`src/rtl/simon_pkg.sv`:
```
// Shared constants and types for the Simon 32/64 datapath.
// SIMON_Z0 uses an ascending range so SIMON_Z0[0] is the leftmost bit of the z0 string.
package simon_pkg;

    localparam int SIMON_WORD_W = 16;
    localparam int SIMON_ROUNDS = 32;

    localparam logic [SIMON_WORD_W-1:0] SIMON_C = 16'hFFFC;

    localparam logic [0:61] SIMON_Z0 =
        62'b11111010001001010110000111001101111101000100101011000011100110;

    typedef enum logic {
        IDLE = 1'b0,
        RUN  = 1'b1
    } state_e;

endpackage

```
`src/rtl/simon_key_schedule_if.sv`:
```
// Key-in / round-key-out handshake bundle of the Simon 32/64 key schedule.
// Both channels are valid/ready: a transfer happens on a posedge where valid and ready are both high.
interface simon_key_schedule_if;
    import simon_pkg::*;

    logic [4*SIMON_WORD_W-1:0] key_in;
    logic                      key_valid;
    logic                      key_ready;
    logic [SIMON_WORD_W-1:0]   rk;
    logic [4:0]                rk_idx;
    logic                      rk_last;
    logic                      rk_valid;
    logic                      rk_ready;

    modport master (
        output key_in, key_valid, rk_ready,
        input  key_ready, rk, rk_idx, rk_last, rk_valid
    );

    modport slave (
        input  key_in, key_valid, rk_ready,
        output key_ready, rk, rk_idx, rk_last, rk_valid
    );

endinterface

```
`src/rtl/simon_key_expand.sv`:
```
// Combinational Simon 32/64 key expansion: next key word from window words w0, w1, w3.
// Kept free of state so an unrolled schedule can instantiate one per round.
module simon_key_expand
    import simon_pkg::*;
(
    input  logic [SIMON_WORD_W-1:0] w0,
    input  logic [SIMON_WORD_W-1:0] w1,
    input  logic [SIMON_WORD_W-1:0] w3,
    input  logic                    z_bit,
    output logic [SIMON_WORD_W-1:0] k_new
);

    logic [SIMON_WORD_W-1:0] w_t0;
    logic [SIMON_WORD_W-1:0] w_t1;

    assign w_t0  = {w3[2:0], w3[SIMON_WORD_W-1:3]} ^ w1;
    assign w_t1  = w_t0 ^ {w_t0[0], w_t0[SIMON_WORD_W-1:1]};
    assign k_new = SIMON_C ^ {{(SIMON_WORD_W-1){1'b0}}, z_bit} ^ w0 ^ w_t1;

endmodule

```
`src/rtl/simon_key_schedule.sv`:
```
// Simon 32/64 key schedule: takes one 64-bit master key, streams round keys k0..k(ROUNDS-1).
// A 4-word sliding window holds k(i)..k(i+3); w[0] is the key currently presented.
module simon_key_schedule
    import simon_pkg::*;
#(
    parameter int WORD_W = SIMON_WORD_W,
    parameter int ROUNDS = SIMON_ROUNDS
) (
    input  logic                 clk,
    input  logic                 rstn,
    simon_key_schedule_if.slave  bus,
    output state_e               o_dbg_state
);

    state_e              r_state;
    state_e              w_next_state;
    logic [WORD_W-1:0]   r_w [4];
    logic [4:0]          r_idx;
    logic [WORD_W-1:0]   w_k_new;
    logic [5:0]          w_z_idx;
    logic                w_key_ready;
    logic                w_rk_valid;
    logic                w_last;
    logic                w_load;
    logic                w_hs;

    always_ff @(posedge clk or negedge rstn) begin
        if (!rstn) begin
            r_state <= IDLE;
        end else begin
            r_state <= w_next_state;
        end
    end

    always_comb begin
        w_next_state = r_state;
        case (r_state)
            IDLE:    if (bus.key_valid) w_next_state = RUN;
            RUN:     if (bus.rk_ready && w_last) w_next_state = IDLE;
            default: w_next_state = IDLE;
        endcase
    end

    always_comb begin
        w_key_ready = 1'b0;
        w_rk_valid  = 1'b0;
        case (r_state)
            IDLE:    w_key_ready = 1'b1;
            RUN:     w_rk_valid  = 1'b1;
            default: w_key_ready = 1'b0;
        endcase
    end

    assign w_last  = (r_idx == 5'(ROUNDS - 1));
    assign w_load  = w_key_ready & bus.key_valid;
    assign w_hs    = w_rk_valid & bus.rk_ready;
    assign w_z_idx = {1'b0, r_idx};

    simon_key_expand u_expand (
        .w0    (r_w[0]),
        .w1    (r_w[1]),
        .w3    (r_w[3]),
        .z_bit (SIMON_Z0[w_z_idx]),
        .k_new (w_k_new)
    );

    // The final accepted key leaves the window untouched; no expansion is needed past it.
    always_ff @(posedge clk or negedge rstn) begin
        if (!rstn) begin
            r_w[0] <= '0;
            r_w[1] <= '0;
            r_w[2] <= '0;
            r_w[3] <= '0;
            r_idx  <= '0;
        end else if (w_load) begin
            r_w[0] <= bus.key_in[0*WORD_W +: WORD_W];
            r_w[1] <= bus.key_in[1*WORD_W +: WORD_W];
            r_w[2] <= bus.key_in[2*WORD_W +: WORD_W];
            r_w[3] <= bus.key_in[3*WORD_W +: WORD_W];
            r_idx  <= '0;
        end else if (w_hs && !w_last) begin
            r_w[0] <= r_w[1];
            r_w[1] <= r_w[2];
            r_w[2] <= r_w[3];
            r_w[3] <= w_k_new;
            r_idx  <= r_idx + 5'd1;
        end
    end

    assign bus.key_ready = w_key_ready;
    assign bus.rk_valid  = w_rk_valid;
    assign bus.rk        = r_w[0];
    assign bus.rk_idx    = r_idx;
    assign bus.rk_last   = w_rk_valid & w_last;
    assign o_dbg_state   = r_state;

endmodule

```
`src/flat_wrapper.sv`:
```
// flat-port wrapper written by rule: the top's interface ports become plain ports
module simon_key_schedule_flat import simon_pkg::*;
#(
    parameter int WORD_W = SIMON_WORD_W,
    parameter int ROUNDS = SIMON_ROUNDS
)
  (clk, rstn, o_dbg_state, bus_key_in, bus_key_valid, bus_rk_ready, bus_key_ready, bus_rk, bus_rk_idx, bus_rk_last, bus_rk_valid);
  simon_key_schedule_if bus_i ();
  input  logic clk;
  input  logic rstn;
  output state_e o_dbg_state;
  input wire logic [$bits(bus_i.key_in)-1:0] bus_key_in;
  input wire logic [$bits(bus_i.key_valid)-1:0] bus_key_valid;
  input wire logic [$bits(bus_i.rk_ready)-1:0] bus_rk_ready;
  output wire logic [$bits(bus_i.key_ready)-1:0] bus_key_ready;
  output wire logic [$bits(bus_i.rk)-1:0] bus_rk;
  output wire logic [$bits(bus_i.rk_idx)-1:0] bus_rk_idx;
  output wire logic [$bits(bus_i.rk_last)-1:0] bus_rk_last;
  output wire logic [$bits(bus_i.rk_valid)-1:0] bus_rk_valid;
  assign bus_i.key_in = bus_key_in;
  assign bus_i.key_valid = bus_key_valid;
  assign bus_i.rk_ready = bus_rk_ready;
  assign bus_key_ready = bus_i.key_ready;
  assign bus_rk = bus_i.rk;
  assign bus_rk_idx = bus_i.rk_idx;
  assign bus_rk_last = bus_i.rk_last;
  assign bus_rk_valid = bus_i.rk_valid;
  simon_key_schedule #(.WORD_W(WORD_W), .ROUNDS(ROUNDS)) u_core (.clk(clk), .rstn(rstn), .bus(bus_i), .o_dbg_state(o_dbg_state));
endmodule
```
`config.mk`:
```
export PLATFORM = sky130hd
export DESIGN_NAME = simon_key_schedule_flat
export DESIGN_NICKNAME = d
export VERILOG_FILES = /design/src/rtl/simon_pkg.sv /design/src/rtl/simon_key_schedule_if.sv /design/src/rtl/simon_key_expand.sv /design/src/rtl/simon_key_schedule.sv /design/src/flat_wrapper.sv
export SDC_FILE = /design/constraint.sdc
export NUM_CORES = 1
export LEC_CHECK = 0
export ABC_AREA = 1
export CORE_MARGIN = 2
export CORE_UTILIZATION = 51
export DETAILED_ROUTE_END_ITERATION = 6
export PLACE_DENSITY = 0.81
export SLEW_MARGIN = 20
export SYNTH_ARGS = -nofsm -noshare
export SYNTH_HDL_FRONTEND = slang
export SYNTH_SLANG_ARGS = --single-unit
```
`constraint.sdc`:
```
create_clock -name clk -period 2.35 [get_ports clk]
set_input_delay 0.235 -clock clk [delete_from_list [all_inputs] [get_ports clk]]
set_output_delay 0.235 -clock clk [all_outputs]
set_load 0.02 [all_outputs]
```
# ---- Word level (Yosys, flattened, before mapping)
# Memories as Yosys holds them, arrays and structs flattened.
# Cells that the tools add are included.
dict set report totals {
  register_bits 70
  rom_bits 64
  in_bits 68
  out_inout_bits 25
  elab_cells 34
  n_memories 1
}
# name depth word_bits rd rd_clocked_by_memory_dff write_ports line
set mem_list {}
lappend mem_list {{(no name shown)} 64 1 1 0 0 simon_key_schedule.sv:63} ;# .z_bit (SIMON_Z0[w_z_idx]),
dict set report classes {
  n_addsub 1
  n_lt_le_gt_ge 1
  eq_ne 1
  mux 11
  bitwise_logic 9
  n_reduce_logical 4
}
# operator n
set op_table {}
lappend op_table {{two-way mux 64 bit} 2}
lappend op_table {{XOR 16 bit} 4}
lappend op_table {{two-way mux 5 bit} 2}
lappend op_table {{>= comparator 7 bit, second input constant} 1}
lappend op_table {{NOT 5 -> 7 bit} 1}
lappend op_table {{two-way mux 1 bit} 6}
lappend op_table {{adder 5 x 1 -> 5 bit, second input constant} 1}
lappend op_table {{== test 5 bit, second input constant} 1}
lappend op_table {{bitwise AND 1 bit} 3}
lappend op_table {{logical AND 1 bit} 2}
lappend op_table {{case mux 1 bit (2 select lines)} 1}
lappend op_table {{nonzero test 2 bit} 1}
lappend op_table {{logical NOT 1 bit} 1}
lappend op_table {{NOT 1 bit} 1}

# ---- Depth between registers and ports, before layout
dict set report logic_depth {
  ltp_word 8
  ltp_mapped 12
  ltp_nobuf 12
}

# ---- Cells and area by module
# From an unflattened synthesis, not the netlist that was laid out.
dict set report unflattened {
  cells_unflattened 790
  area_unflattened_um2 4784.6
}
# module n_inst cells_per_inst area_each_um2 seq_area_each_um2
set by_module_without_submodules {}
lappend by_module_without_submodules {simon_key_schedule 1 559 3865.0 1751.7}
lappend by_module_without_submodules {simon_key_expand 1 231 919.6 0.0}

# ---- Worst setup path after synthesis
# OpenSTA, ideal clock, no wires.
dict set report synth_path {
  kind {flip-flop to flip-flop}
  from {register u_core.r_idx[0] (netlist: u_core.bus.rk_idx[0])}
  to {register u_core.r_idx[3] (netlist: u_core.bus.rk_idx[3])}
  setup_time_ns 0.135
  t_arrival_ns 1.773
  t_required_ns 2.215
  setup_slack_ns 0.442
  stages_incl_launch_ff 12
  n_path_buf 1
  synth_period_minus_slack_ns 1.908
  path_cell_list {dfrtp_1 -> ha_1 -> nand2_1 -> nor2_1 -> ha_1 -> nor2_2 -> nand2_2 -> nand2_4 -> inv_2 -> buf_2 -> nor4_1 -> nor3_1}
}
dict set report synth_via {
  elab_chain_len 4
  elab_cells_between_ends 7
  classes_between {add/sub: 1; eq/ne: 1; mux: 2; reduce/logical: 3}
}
# item line
set synth_rtl {}
lappend synth_rtl {{start: declaration} simon_key_schedule.sv:18} ;# logic [4:0] r_idx;
lappend synth_rtl {{start signal: assignment} simon_key_schedule.sv:86} ;# r_idx <= r_idx + 5'd1;
lappend synth_rtl {{branches (longest 4 deep; another with adder 5 x 1 -> 5 bit)} n/a}
# Parallel ways; which one is timed is not known. The select of a mux whose other input is x is not followed.
# A chain may end at the register's enable or synchronous reset.

# ---- Worst setup path after layout
# Same ends and word-level chain as after synthesis.

==> results.sh <==
export IMPL_reg2reg_to="u_core.bus.rk_idx[3]"
export IMPL_crit_chain="ha_1 > nand2_1 > nor2_1 > ha_1 > nor2_2 > nand2_2 > nand2_4 > inv_2 > nor4_1 > nor3_1"
export IMPL_cp_required_ns=2.58
export IMPL_fin_crit_ns=2.05
export IMPL_drive_gt1_share_pct=4.92
export IMPL_first_pass_iters=4
export IMPL_timing_slew_headroom_pct=66.6
export IMPL_cts_sinks=70
export IMPL_drc=0
export IMPL_initial_core_util_pct=53.3
export IMPL_cts_made_buffers=9
export IMPL_layout_common_cells="215 x nand2_1, 90 x clkdlybuf4s50_1, 69 x dfrtp_1"
export IMPL_met2_usage_pct=38.9
export IMPL_cts_max_path_buffers=2
export IMPL_p_per_area_nw_per_um2=1460
export IMPL_leakage_nw=2.55
export IMPL_synthCells=576
export IMPL_worst_endpoint_arrival_ns=2.27
export IMPL_critPathMaxStageDelay_ns=0.45
export IMPL_crit_path_top_delay_cell="dfrtp_2"
export IMPL_yosys_warnings=0
export IMPL_ioPinCount=93
export IMPL_status="complete, no violations"
export IMPL_synth_fp_nets=648
export IMPL_met1_usage_pct=31.2
export IMPL_area_growth_pct=26.6
export IMPL_ctsRootBufferMaster="clkbuf_8"
export IMPL_r2r_cells=10
export IMPL_max_freq_mhz=489
export IMPL_clk_latency_ns=0.35
export IMPL_vias=3864
export IMPL_layout_nets=717
export IMPL_max_cap_violations=0
export IMPL_cp_start_kind="register"
export IMPL_synth_seq_cells=70
export IMPL_ys_seq_area_share_pct=42.1
export IMPL_netlist_area_um2=4160
export IMPL_cts_htree_levels=3
export IMPL_place_hpwl_mm=7.11
export IMPL_place_congestion=0.872
export IMPL_ys_types=24
export IMPL_die_h_um=94.3
export IMPL_via_per_inst=5.14
export IMPL_ant_nets=0
export IMPL_n_antenna_cell=0
export IMPL_grt_overflow_total=0
export IMPL_grtUsageTotal_pct=23.3
export IMPL_antenna_found_initial=0
export IMPL_core_area_um2=7810
export IMPL_clkTransAtPathRegs_ns=0.08
export IMPL_finalCritPeriodShare_pct=87.0
export IMPL_layout_commonest_cell="nand2_1"
export IMPL_tightest_slew_ns=0.501
export IMPL_die_area_um2=8900
export IMPL_finalSetupTns_ns=0
export IMPL_die_x_um=94.3
export IMPL_grt_pass1_vias=3583
export IMPL_wl_per_cell_um=13.2
export IMPL_grt_pass1_wl_mm=16.3
export IMPL_grt_max_degree=45
export IMPL_min_delay_path_class="in2async"
export IMPL_crit_type="reg2reg"
export IMPL_rows=32
export IMPL_reg2reg_setup_slack_ns=0.30
export IMPL_place_port_buffers=92
export IMPL_tritoncts="built"
export IMPL_cp_common_cell="ha_1"
export IMPL_finalSetupViolations=0
export IMPL_hold_viol=0
export IMPL_wirelength_mm=9.90
export IMPL_syn_area_per_cell_um2=7.23
export IMPL_endpoint_kind="register"
export IMPL_ir_worst_vdd_v=0.000586
export IMPL_rsz0062_at_grt="no"
export IMPL_preCtsSetupSlack_ns=0.293
export IMPL_met3_usage_pct=3.19
export IMPL_setup_ws_ns=0.305
export IMPL_cp_max_fo=20
export IMPL_finClkSkew_ns=0.0125
export IMPL_busiest_layer="met2"
export IMPL_first_iter_violations=213
export IMPL_maxSlewViolCount=0
export IMPL_r2r_start="u_core.bus.rk_idx[0]"
==> sequential cells by signal, indices dropped and copies added, names as in the netlist <==
register,cells
u_core.bus.rk,16
u_core.r_w,48
u_core.bus.rk_idx,5
u_core.o_dbg_state,1
==> worst max-delay path: cells and delay by family, from the launching register on <==
| family | cells | cell delay [ns] |
|---|---|---|
| DFF | 1 | 0.45 |
| and+or+nand+nor | 7 | 0.84 |
| adders and majority gates | 2 | 0.43 |
| buffers and inverters | 1 | 0.18 |
==> logic make-up (layout without fill, tap and decap cells) <==
group                      after synthesis  in the layout  synth area share (%)
DFF                                     70             70                  42.1
and+or+nand+nor                        284            284                  26.5
xor gates and xnor gates                30             30                  6.31
adders and majority gates                4              4                  1.20
buffers and inverters                   88            162                  10.4
AOI/OAI and AO/OA                      100            100                  13.5
==> how the worst max path moves through the flow <==
| stage | startpoint | end | depth (start not counted) |
|---|---|---|---|
| floorplan | u_core.bus.rk_idx[0] | u_core.bus.rk_idx[3] | 11 |
| global route | u_core.bus.rk_idx[1] | u_core.bus.rk_idx[3] | 10 |
| CTS | u_core.bus.rk_idx[0] | bus_rk_last | 7 |
| detailed placement | u_core.bus.rk_idx[0] | u_core.bus.rk_idx[3] | 10 |
| global placement | u_core.bus.rk_idx[0] | u_core.bus.rk_idx[3] | 10 |
| finish | u_core.bus.rk_idx[0] | u_core.bus.rk_idx[3] | 10 |
==> synth_stat cells (all sizes together) <==
cell type  number  area, um2
nand2         218        836
dfrtp          70       1750
nor2           53        201
a31oi          47        294
inv            44        165
buf            35        235
o21ai          35        175
a21oi          17       85.1
xnor2          15        131
xor2           15        131
nand3          11       55.1
clkbuf          9       33.8
ha              4       50.1
nor3            1       5.00
nor4            1       6.26
o22ai           1       6.26
==> metal layers <==
metal  vias up  wire (um)
met5         -          0
met3        15        475
met1      1798       4360
met2        98       4890
li1       1953          -
met4         0        175
==> final cells by class <==
class,instances,area [um2]
Timing Repair Buffer,102,1030
Clock inverter,4,70.1
Inverter,44,165
Tap cell,102,128
Sequential cell,70,1750
Multi-Input combinational cell,418,1980
Clock buffer,12,145
Fill cell,668,2540
==> repair_timing <==
item | 4_1_cts | 5_1_grt
setup endpoints to repair | 0 | 1
setup buffers | 0 | 0
hold endpoints to repair | 19 | 0
gates resized for setup | 0 | 2
hold buffers | 1 | 0
==> metrics by stage <==
stage               instances  hold slack, ns  utilization, %  power (mW)  cell area [um2]
detailed placement        735           0.229            64.6        6.60             5040
global placement          735           0.221            64.6        6.41             5040
global route              752           0.420            67.5        8.43             5270
CTS                       752           0.396            67.5        7.72             5270
finish                    752           0.374            67.5        7.70             5270
floorplan                 576         -0.0606               -        5.58             4160
==> power breakdown <==
group	leakage, nW	total [mW]	switching, mW	internal [mW]
Sequential	0.802	2.51	0.689	1.82
Clock	0.110	1.08	0.459	0.624
Combinational	1.64	4.11	2.32	1.79
(Power assumes the default switching activity.)
